<file path="src/rtl/frame_stream_sequencer_pkg.sv">
// Shared definitions for the frame stream sequencer and its raster counter:
// FSM state encoding, sideband bit offsets above the data field, and a
// counter-width helper.
package fss_pkg;

  typedef enum logic [1:0] {
    ST_IDLE   = 2'd0,
    ST_HEADER = 2'd1,
    ST_STREAM = 2'd2,
    ST_DONE   = 2'd3
  } fss_state_t;

  // Sideband bits sit directly above the data word: SB_x = DWIDTH + SB_x_OFS.
  localparam int SB_EOF_OFS = 0;
  localparam int SB_EOL_OFS = 1;
  localparam int SB_SOF_OFS = 2;
  localparam int SB_BITS    = 3;

  // Width needed to count 0..range_n-1, never less than one bit.
  function automatic int cnt_width(input int range_n);
    return (range_n > 1) ? $clog2(range_n) : 1;
  endfunction

endpackage

</file>
<file path="src/rtl/frame_stream_sequencer_if.sv">
// FIFO-facing handshake bundle: the first-word-fall-through input FIFO read
// port and the output FIFO write port.
interface frame_stream_sequencer_if #(
  parameter int DWIDTH = 24
);
  logic [DWIDTH-1:0] in_dout;
  logic              in_empty;
  logic              in_rd_en;
  logic [DWIDTH+2:0] out_din;
  logic              out_full;
  logic              out_wr_en;

  modport master (
    input  in_dout, in_empty, out_full,
    output in_rd_en, out_din, out_wr_en
  );

  modport slave (
    output in_dout, in_empty, out_full,
    input  in_rd_en, out_din, out_wr_en
  );
endinterface

</file>
<file path="src/rtl/frame_stream_sequencer_raster_counter.sv">
// Raster position counter: x walks words within a line, y walks lines within
// a frame. Also decodes first-of-frame, last-of-line and last-of-frame.
module raster_counter
  import fss_pkg::*;
#(
  parameter int WPL        = 720,
  parameter int IMG_HEIGHT = 540,
  localparam int XW        = cnt_width(WPL),
  localparam int YW        = cnt_width(IMG_HEIGHT)
) (
  input  logic          clock,
  input  logic          reset,
  input  logic          clear,
  input  logic          advance,
  output logic [XW-1:0] x,
  output logic [YW-1:0] y,
  output logic          first,
  output logic          last_x,
  output logic          last
);

  logic last_y;

  assign last_x = (x == XW'(WPL - 1));
  assign last_y = (y == YW'(IMG_HEIGHT - 1));
  assign first  = (x == '0) && (y == '0);
  assign last   = last_x && last_y;

  // Step one word per advance; wrap x at end of line and y at end of frame.
  always_ff @(posedge clock) begin
    if (reset || clear) begin
      x <= '0;
      y <= '0;
    end else if (advance) begin
      if (last_x) begin
        x <= '0;
        y <= last_y ? '0 : y + 1'b1;
      end else begin
        x <= x + 1'b1;
      end
    end
  end

endmodule

</file>
<file path="src/rtl/frame_stream_sequencer.sv">
// Frame sequencer between the memory-side input FIFO and the pixel pipeline.
// Drops a fixed header per frame, then forwards one frame of words tagged
// with sof/eol/eof, and counts completed frames.
//
// state  | meaning
// IDLE   | waiting for start
// HEADER | popping and discarding header words
// STREAM | passing pixel words input FIFO -> output FIFO with sideband
// DONE   | one-cycle done pulse, frame count update, re-arm or stop
module frame_stream_sequencer
  import fss_pkg::*;
#(
  parameter int DWIDTH          = 24,
  parameter int IMG_WIDTH       = 720,
  parameter int IMG_HEIGHT      = 540,
  parameter int PIXELS_PER_WORD = 1,
  parameter int HEADER_WORDS    = 0,
  parameter bit CONTINUOUS      = 1'b0,
  parameter int FCNT_WIDTH      = 16
) (
  input  logic                  clock,
  input  logic                  reset,
  input  logic                  start,
  frame_stream_sequencer_if.master bus,
  output logic                  busy,
  output logic                  done,
  output logic [FCNT_WIDTH-1:0] frame_count
);

  localparam int WPL      = IMG_WIDTH / PIXELS_PER_WORD;
  localparam int XW       = cnt_width(WPL);
  localparam int YW       = cnt_width(IMG_HEIGHT);
  localparam int HW       = cnt_width(HEADER_WORDS);
  localparam int HDR_LAST = (HEADER_WORDS > 0) ? HEADER_WORDS - 1 : 0;
  localparam int SB_EOF   = DWIDTH + SB_EOF_OFS;
  localparam int SB_EOL   = DWIDTH + SB_EOL_OFS;
  localparam int SB_SOF   = DWIDTH + SB_SOF_OFS;

  // Arming skips the header phase entirely when there is no header.
  localparam fss_state_t ARM_STATE = (HEADER_WORDS > 0) ? ST_HEADER : ST_STREAM;

  fss_state_t state_q, state_d;

  logic [HW-1:0]         hdr_cnt_q;
  logic [FCNT_WIDTH-1:0] frame_cnt_q;
  logic [DWIDTH+2:0]     out_din_w;
  logic                  hdr_pop;
  logic                  xfer;
  logic                  rc_clear;
  logic                  sof, eol, eof;
  logic [XW-1:0]         rc_x;
  logic [YW-1:0]         rc_y;
  logic                  rc_first, rc_last_x, rc_last;
  logic                  unused_rc_pos;

  raster_counter #(
    .WPL        (WPL),
    .IMG_HEIGHT (IMG_HEIGHT)
  ) u_raster (
    .clock   (clock),
    .reset   (reset),
    .clear   (rc_clear),
    .advance (xfer),
    .x       (rc_x),
    .y       (rc_y),
    .first   (rc_first),
    .last_x  (rc_last_x),
    .last    (rc_last)
  );

  // Coordinates themselves are not needed here; only the decoded flags are.
  assign unused_rc_pos = ^{rc_x, rc_y};

  // State register.
  always_ff @(posedge clock) begin
    if (reset) state_q <= ST_IDLE;
    else       state_q <= state_d;
  end

  // Next-state and handshake decode; the FIFOs see these combinationally.
  always_comb begin
    state_d      = state_q;
    bus.in_rd_en = 1'b0;
    bus.out_wr_en = 1'b0;
    busy         = 1'b0;
    done         = 1'b0;
    hdr_pop      = 1'b0;
    xfer         = 1'b0;
    rc_clear     = 1'b0;
    sof          = 1'b0;
    eol          = 1'b0;
    eof          = 1'b0;
    unique case (state_q)
      ST_IDLE: begin
        if (start) state_d = ARM_STATE;
      end
      ST_HEADER: begin
        busy         = 1'b1;
        hdr_pop      = !bus.in_empty;
        bus.in_rd_en = hdr_pop;
        if (hdr_pop && (hdr_cnt_q == HW'(HDR_LAST))) state_d = ST_STREAM;
      end
      ST_STREAM: begin
        busy          = 1'b1;
        xfer          = !bus.in_empty && !bus.out_full;
        bus.in_rd_en  = xfer;
        bus.out_wr_en = xfer;
        sof           = rc_first;
        eol           = rc_last_x;
        eof           = rc_last;
        if (xfer && rc_last) state_d = ST_DONE;
      end
      ST_DONE: begin
        done     = 1'b1;
        rc_clear = 1'b1;
        state_d  = CONTINUOUS ? ARM_STATE : ST_IDLE;
      end
      default: state_d = ST_IDLE;
    endcase
  end

  // Output word: data passes straight through, sideband only while streaming.
  always_comb begin
    out_din_w              = '0;
    out_din_w[DWIDTH-1:0]  = bus.in_dout;
    out_din_w[SB_SOF]      = sof;
    out_din_w[SB_EOL]      = eol;
    out_din_w[SB_EOF]      = eof;
  end

  assign bus.out_din = out_din_w;

  // Header word counter; wraps to zero on the last header pop.
  always_ff @(posedge clock) begin
    if (reset || (state_q == ST_DONE)) begin
      hdr_cnt_q <= '0;
    end else if (hdr_pop) begin
      hdr_cnt_q <= (hdr_cnt_q == HW'(HDR_LAST)) ? '0 : hdr_cnt_q + 1'b1;
    end
  end

  // Completed-frame counter with natural wrap.
  always_ff @(posedge clock) begin
    if (reset)                   frame_cnt_q <= '0;
    else if (state_q == ST_DONE) frame_cnt_q <= frame_cnt_q + 1'b1;
  end

  assign frame_count = frame_cnt_q;

endmodule

</file>
<file path="src/flat_wrapper.sv">
// flat-port wrapper written by rule: the top's interface ports become plain ports
module frame_stream_sequencer_flat import fss_pkg::*;
#(
  parameter int DWIDTH          = 24,
  parameter int IMG_WIDTH       = 720,
  parameter int IMG_HEIGHT      = 540,
  parameter int PIXELS_PER_WORD = 1,
  parameter int HEADER_WORDS    = 0,
  parameter bit CONTINUOUS      = 1'b0,
  parameter int FCNT_WIDTH      = 16
)
  (clock, reset, start, busy, done, frame_count, bus_in_dout, bus_in_empty, bus_out_full, bus_in_rd_en, bus_out_din, bus_out_wr_en);
  frame_stream_sequencer_if #(.DWIDTH(DWIDTH)) bus_i ();
  input  logic clock;
  input  logic reset;
  input  logic start;
  output logic busy;
  output logic done;
  output logic [FCNT_WIDTH-1:0] frame_count;
  input wire logic [$bits(bus_i.in_dout)-1:0] bus_in_dout;
  input wire logic [$bits(bus_i.in_empty)-1:0] bus_in_empty;
  input wire logic [$bits(bus_i.out_full)-1:0] bus_out_full;
  output wire logic [$bits(bus_i.in_rd_en)-1:0] bus_in_rd_en;
  output wire logic [$bits(bus_i.out_din)-1:0] bus_out_din;
  output wire logic [$bits(bus_i.out_wr_en)-1:0] bus_out_wr_en;
  assign bus_i.in_dout = bus_in_dout;
  assign bus_i.in_empty = bus_in_empty;
  assign bus_i.out_full = bus_out_full;
  assign bus_in_rd_en = bus_i.in_rd_en;
  assign bus_out_din = bus_i.out_din;
  assign bus_out_wr_en = bus_i.out_wr_en;
  frame_stream_sequencer #(.DWIDTH(DWIDTH), .IMG_WIDTH(IMG_WIDTH), .IMG_HEIGHT(IMG_HEIGHT), .PIXELS_PER_WORD(PIXELS_PER_WORD), .HEADER_WORDS(HEADER_WORDS), .CONTINUOUS(CONTINUOUS), .FCNT_WIDTH(FCNT_WIDTH)) u_core (.clock(clock), .reset(reset), .start(start), .bus(bus_i), .busy(busy), .done(done), .frame_count(frame_count));
endmodule
</file>
<file path="config.mk">
export PLATFORM = sky130hd
export DESIGN_NAME = frame_stream_sequencer_flat
export DESIGN_NICKNAME = d
export VERILOG_FILES = /design/src/rtl/frame_stream_sequencer_pkg.sv /design/src/rtl/frame_stream_sequencer_if.sv /design/src/rtl/frame_stream_sequencer_raster_counter.sv /design/src/rtl/frame_stream_sequencer.sv /design/src/flat_wrapper.sv
export SDC_FILE = /design/constraint.sdc
export NUM_CORES = 1
export LEC_CHECK = 0
export ABC_AREA = 1
export BUFFER_PORTS_ARGS = -buffer_cell sky130_fd_sc_hd__buf_2
export CAP_MARGIN = 10
export CORE_UTILIZATION = 50
export DETAILED_ROUTE_END_ITERATION = 12
export HOLD_SLACK_MARGIN = 0.05
export PLACE_DENSITY = 0.79
export SETUP_SLACK_MARGIN = 0.4
export SLEW_MARGIN = 30
export SYNTH_ARGS = -nofsm -noshare
export SYNTH_HDL_FRONTEND = slang
export SYNTH_SLANG_ARGS = --single-unit
</file>
<file path="constraint.sdc">
create_clock -name clock -period 2.15 [get_ports clock]
set_input_delay 0.43 -clock clock [delete_from_list [all_inputs] [get_ports clock]]
set_output_delay 0.43 -clock clock [all_outputs]
set_load 0.05 [all_outputs]
</file>
# Word level (Yosys, flattened, before mapping)
# Cells that the tools add are included.
# totals
mem_bits_ro	0
inputBits	29
latchBits	0
out_inout_bits	47
ramBits	0
mem_count	0
reg_bits	39
word_cells	48
# classes
n_mux	15
n_addsub	4
bitwise	1
shift	0
div	0
n_eq_ne	8
n_reduce_logical	15
mul	0
order_cmp	0
# op_table
op	n
adder 10 x 1 -> 10 bit, second input constant	2
equality test 10 bit, second input constant	2
logical NOT 10 bit	2
2-to-1 mux 10 bit	2
adder 16 x 1 -> 16 bit, second input constant	1
2-to-1 mux 1 bit	8
one-hot mux 2 bit (4 select lines)	1
2-to-1 mux 2 bit	3
logical AND 1 bit	5
equality test 2 bit, second input constant	2
inequality test 2 x 1 -> 1 bit, second input constant	2
AND reduction 3 bit	1
equality test 2 x 1 -> 1 bit, second input constant	1
logical NOT 1 bit	2
logical NOT 2 bit	1
logical OR 1 bit	2
inequality test 2 bit, second input constant	1
one-hot mux 1 bit (2 select lines)	1
AND reduction 2 bit	1
OR reduction 2 bit	1
adder 1 bit, second input constant	1
inverter 1 bit	1

# Longest topological paths before layout
# depth
ltp_word	5
depth_mapped	9
mapped_depth_nobuf	8

# By module
# A second synthesis with hierarchy kept.
# hier_totals
hier_cells	349
area_unflattened_um2	2338.5
# modules_own_cells
mod	cells_each	n_inst	area_each_um2	seq_area_each_um2
frame_stream_sequencer	174	1	1194.9	360.3
raster_counter	175	1	1143.6	400.4

# Worst setup path after synthesis
# OpenSTA, ideal clock, no wires.
# synth_path
kind	register to output
startpoint	reg u_core.state_q[0]
endpoint	out bus_in_rd_en
arrival_ns	2.206
required_time_ns	1.720
slack_ns	-0.486
path_buffers	0
stages_incl_launch_ff	4
cell_sequence	dfxtp_1 > inv_1 > ha_1 > a21boi_0
# synth_between
elab_chain_len	2
elab_cells_between_ends	3
cone_classes	eq/ne (2); mux (1)
# synth_rtl
element	line_no	source
from (decl)	frame_stream_sequencer.sv:42	fss_state_t state_q, state_d;
from (signal assigned)	frame_stream_sequencer.sv:77	else state_q <= state_d;
equality test 2 bit or equality test 2 x 1 -> 1 bit (tied branches)	frame_stream_sequencer.sv:93	unique case (state_q)
one-hot mux 1 bit (2 select lines) *	frame_stream_sequencer.sv:93	
to (decl)	flat_wrapper.sv:23	output wire logic [$bits(bus_i.in_rd_en)-1:0] bus_in_rd_en;
# Mark *: on every way between the ends. The rest lies on a longest branch, timed or not.

# Worst setup path after layout
# layout_path
startpoint	reg u_core.u_raster.x[0]
endpoint	out bus_out_din[24]
# layout_between
elab_chain_len	3
# layout_rtl
element	line_no	source
from (decl)	frame_stream_sequencer_raster_counter.sv:15	output logic [XW-1:0] x,
from (signal assigned)	frame_stream_sequencer_raster_counter.sv:39	x <= x + 1'b1;
equality test 10 bit	frame_stream_sequencer_raster_counter.sv:24	assign last_x = (x == XW'(WPL - 1));
logical AND 1 bit	frame_stream_sequencer_raster_counter.sv:27	assign last = last_x && last_y;
2-to-1 mux 1 bit	frame_stream_sequencer.sv:93	
to (decl)	flat_wrapper.sv:24	output wire logic [$bits(bus_i.out_din)-1:0] bus_out_din;
# No other way between the ends.

==> flow_summary.ini <==
[run_status]
outcome = complete, but fails checks
violations = DRC

[timing]
finClkSkew_ns = 0.00693
fmax_mhz = 487
setup_tns_ns = 0
hold_slack_ns = 0.422
tightest_slew_ns = 0.414
period_share = 0.954
report.final.slew_viol_count = 0
min_period_ns = 2.05
slew_headroom = 0.724
rsz0062_at_grt = true
setup-violations-final = 0
final_hold_viol_count = 0

[route]
vias = 2153
drcViolationCount = 7
ant_nets = 0
wl_per_cell_um = 13.9
drt_iter0_drc = 161
viasPerCell = 5.34
firstDrtPassIters = 8
routed_wl_um = 5590

[synth]
synth-seq-cells = 38
yosysUniqueCellTypes = 39
avgSynthCellArea_um2 = 7.15
syn_inst = 336
yosys_warnings = 0
synth_area_um2 = 2400
synth_nets = 375
synth_edf_count = 0
ys_seq_area_frac = 0.317
synth_async_sr_flop_share = 0
yosys_most_used_dff = dfxtp_1

[global_routing]
grt.total_usage = 0.229
overflow = 0
antenna_found_initial = 0
grt_pass1_wl_um = 9160
grt_max_degree = 13
first_global_vias = 2103

[cts]
cts_htree_levels = 2
cts_tree = yes
clock_latency_ns = 0.30
ctsHoldBuffers = 0
cts_made_buffers = 5
root_buffer = clkbuf_8
cts_num_sinks = 38
clkTransAtPathRegs_ns = 0.08
clock_path_buffers = 2

[floorplanning]
core_area_um2 = 4470
initial_core_util = 0.537
rows = 24
pin_count = 76
die_w_um = 71.3
die_y_um = 71.3
dieArea_um2 = 5090

[cells_and_area]
drive_gt1_frac = 0.305
final_common_cell = nand2_1
nFillCells = 350
area_delta_synth_final_pct = 18.0
nets = 389
diodes = 0
mostFrequentLayoutCells = 62 x nand2_1, 39 x nor2_1, 30 x dfxtp_1

[power]
power.density_nw_per_um2 = 683
leakage_nw = 1.14
peakVddDrop_v = 0.000447

[critical_path]
start_kind = flip-flop
setup.worst_path.class = reg -> out
end_kind = output port
cp_max_fo = 6
worst_path_max_delay_cell = dfxtp_4
path_cells = ha_4, inv_2, nor3_2, nand3_2, nor3_4, buf_6
max_stage_delay_ns = 0.40
crit_buf_inv = 2
crit_family = simple AND/OR/NAND/NOR gates
worstPathArrival_ns = 1.62
crit_required_ns = 1.72

[worst_hold_path]
min_path_type = in -> reg

[place]
hpwl_um = 3520
place.gp.congestion = 0.891
place.port_buffers = 27

[job]
max-cap-violations = 0
==> cell usage after synthesis, types with 3 or more instances <==
cell type	n	area share
buf_4	28	0.087
nand3_1	16	0.033
nand4_1	7	0.018
inv_2	4	0.0062
inv_1	33	0.052
nor2_2	4	0.010
nand3b_1	3	0.0094
ha_1	10	0.052
nor3_1	14	0.029
o21ai_0	10	0.021
xor2_1	10	0.036
nor2_1	43	0.067
nand2_1	65	0.10
a21oi_1	21	0.044
dfxtp_1	38	0.32
==> cells by family after synthesis <==
family                   share of synthesized area
multiplexers                               0.00417
AND/OR/NAND/NOR                              0.338
flip-flops                                   0.317
adder cells (fa/ha/maj)                     0.0521
buffers and inverters                        0.155
XOR/XNOR                                    0.0437
AO/OA/AOI/OAI                               0.0901
==> worst paths after layout <==
check,startpoint,end,slack (ns),cells past startpoint
worst max-delay path,u_core.u_raster.x[0],bus_out_din[24],0.1,6
worst min-delay path,reset,u_core.frame_count[15],0.42,2
worst max register to register,u_core.u_raster.x[0],u_core.u_raster.y[0],0.44,8
worst min register to register,u_core.frame_count[12],u_core.frame_count[12],0.48,2
==> registers in the layout, indices dropped and copies added, names as in the netlist <==
signal              cells
u_core.frame_count     16
u_core.state_q          2
u_core.u_raster.x      10
u_core.u_raster.y      10
==> cell type report <==
class                   instances  area (um2)  area share
clock buffers                   6        82.6      0.0291
clock inverters                 2        60.1      0.0212
inverters                      37         146      0.0517
multi-input cells             229        1440       0.507
flip-flops and latches         38         781       0.275
well taps                      52        65.1      0.0230
repair buffers                 39         263      0.0927
==> timing repair <==
item | CTS | global route
resized for setup | 45 | 19
pin swaps | 7 | 6
endpoints found under the setup margin | 7 | 12
buffers inserted | 8 | 4
==> worst register-to-register path: stages, from the launching register on <==
cell and delay, ns:
dfxtp_4 0.40, ha_4 0.15, inv_2 0.05, nor3_2 0.17, nand3_2 0.14, buf_4 0.16, buf_4 0.13, o21ai_4 0.27
mux2i_1 0.12
==> power breakdown <==
| part | internal [mW] | switching, mW |
|---|---|---|
| Combinational | 0.150 | 0.264 |
| Clock | 0.495 | 0.273 |
| Sequential | 0.724 | 0.0294 |
==> metrics by stage <==
stage,area (um2),utilization,power [mW],setup WS [ns],cells
finish,2830,0.633,1.94,0.0979,403
global route,2830,0.633,2.00,0.0356,403
CTS,2740,0.612,1.89,0.185,399
detailed placement,2380,0.533,1.07,0.204,383
global placement,2380,0.533,1.06,0.244,383
floorplan,2420,-,1.14,0.370,336
==> per-layer routing <==
metal	up-vias	track usage	routed length, um
li1	1086	-	-
met2	66	0.385	2710
met1	990	0.270	2490
met3	11	0.0506	298
met4	0	0.127	99
met5	-	0	0
(Power assumes the default switching activity.)
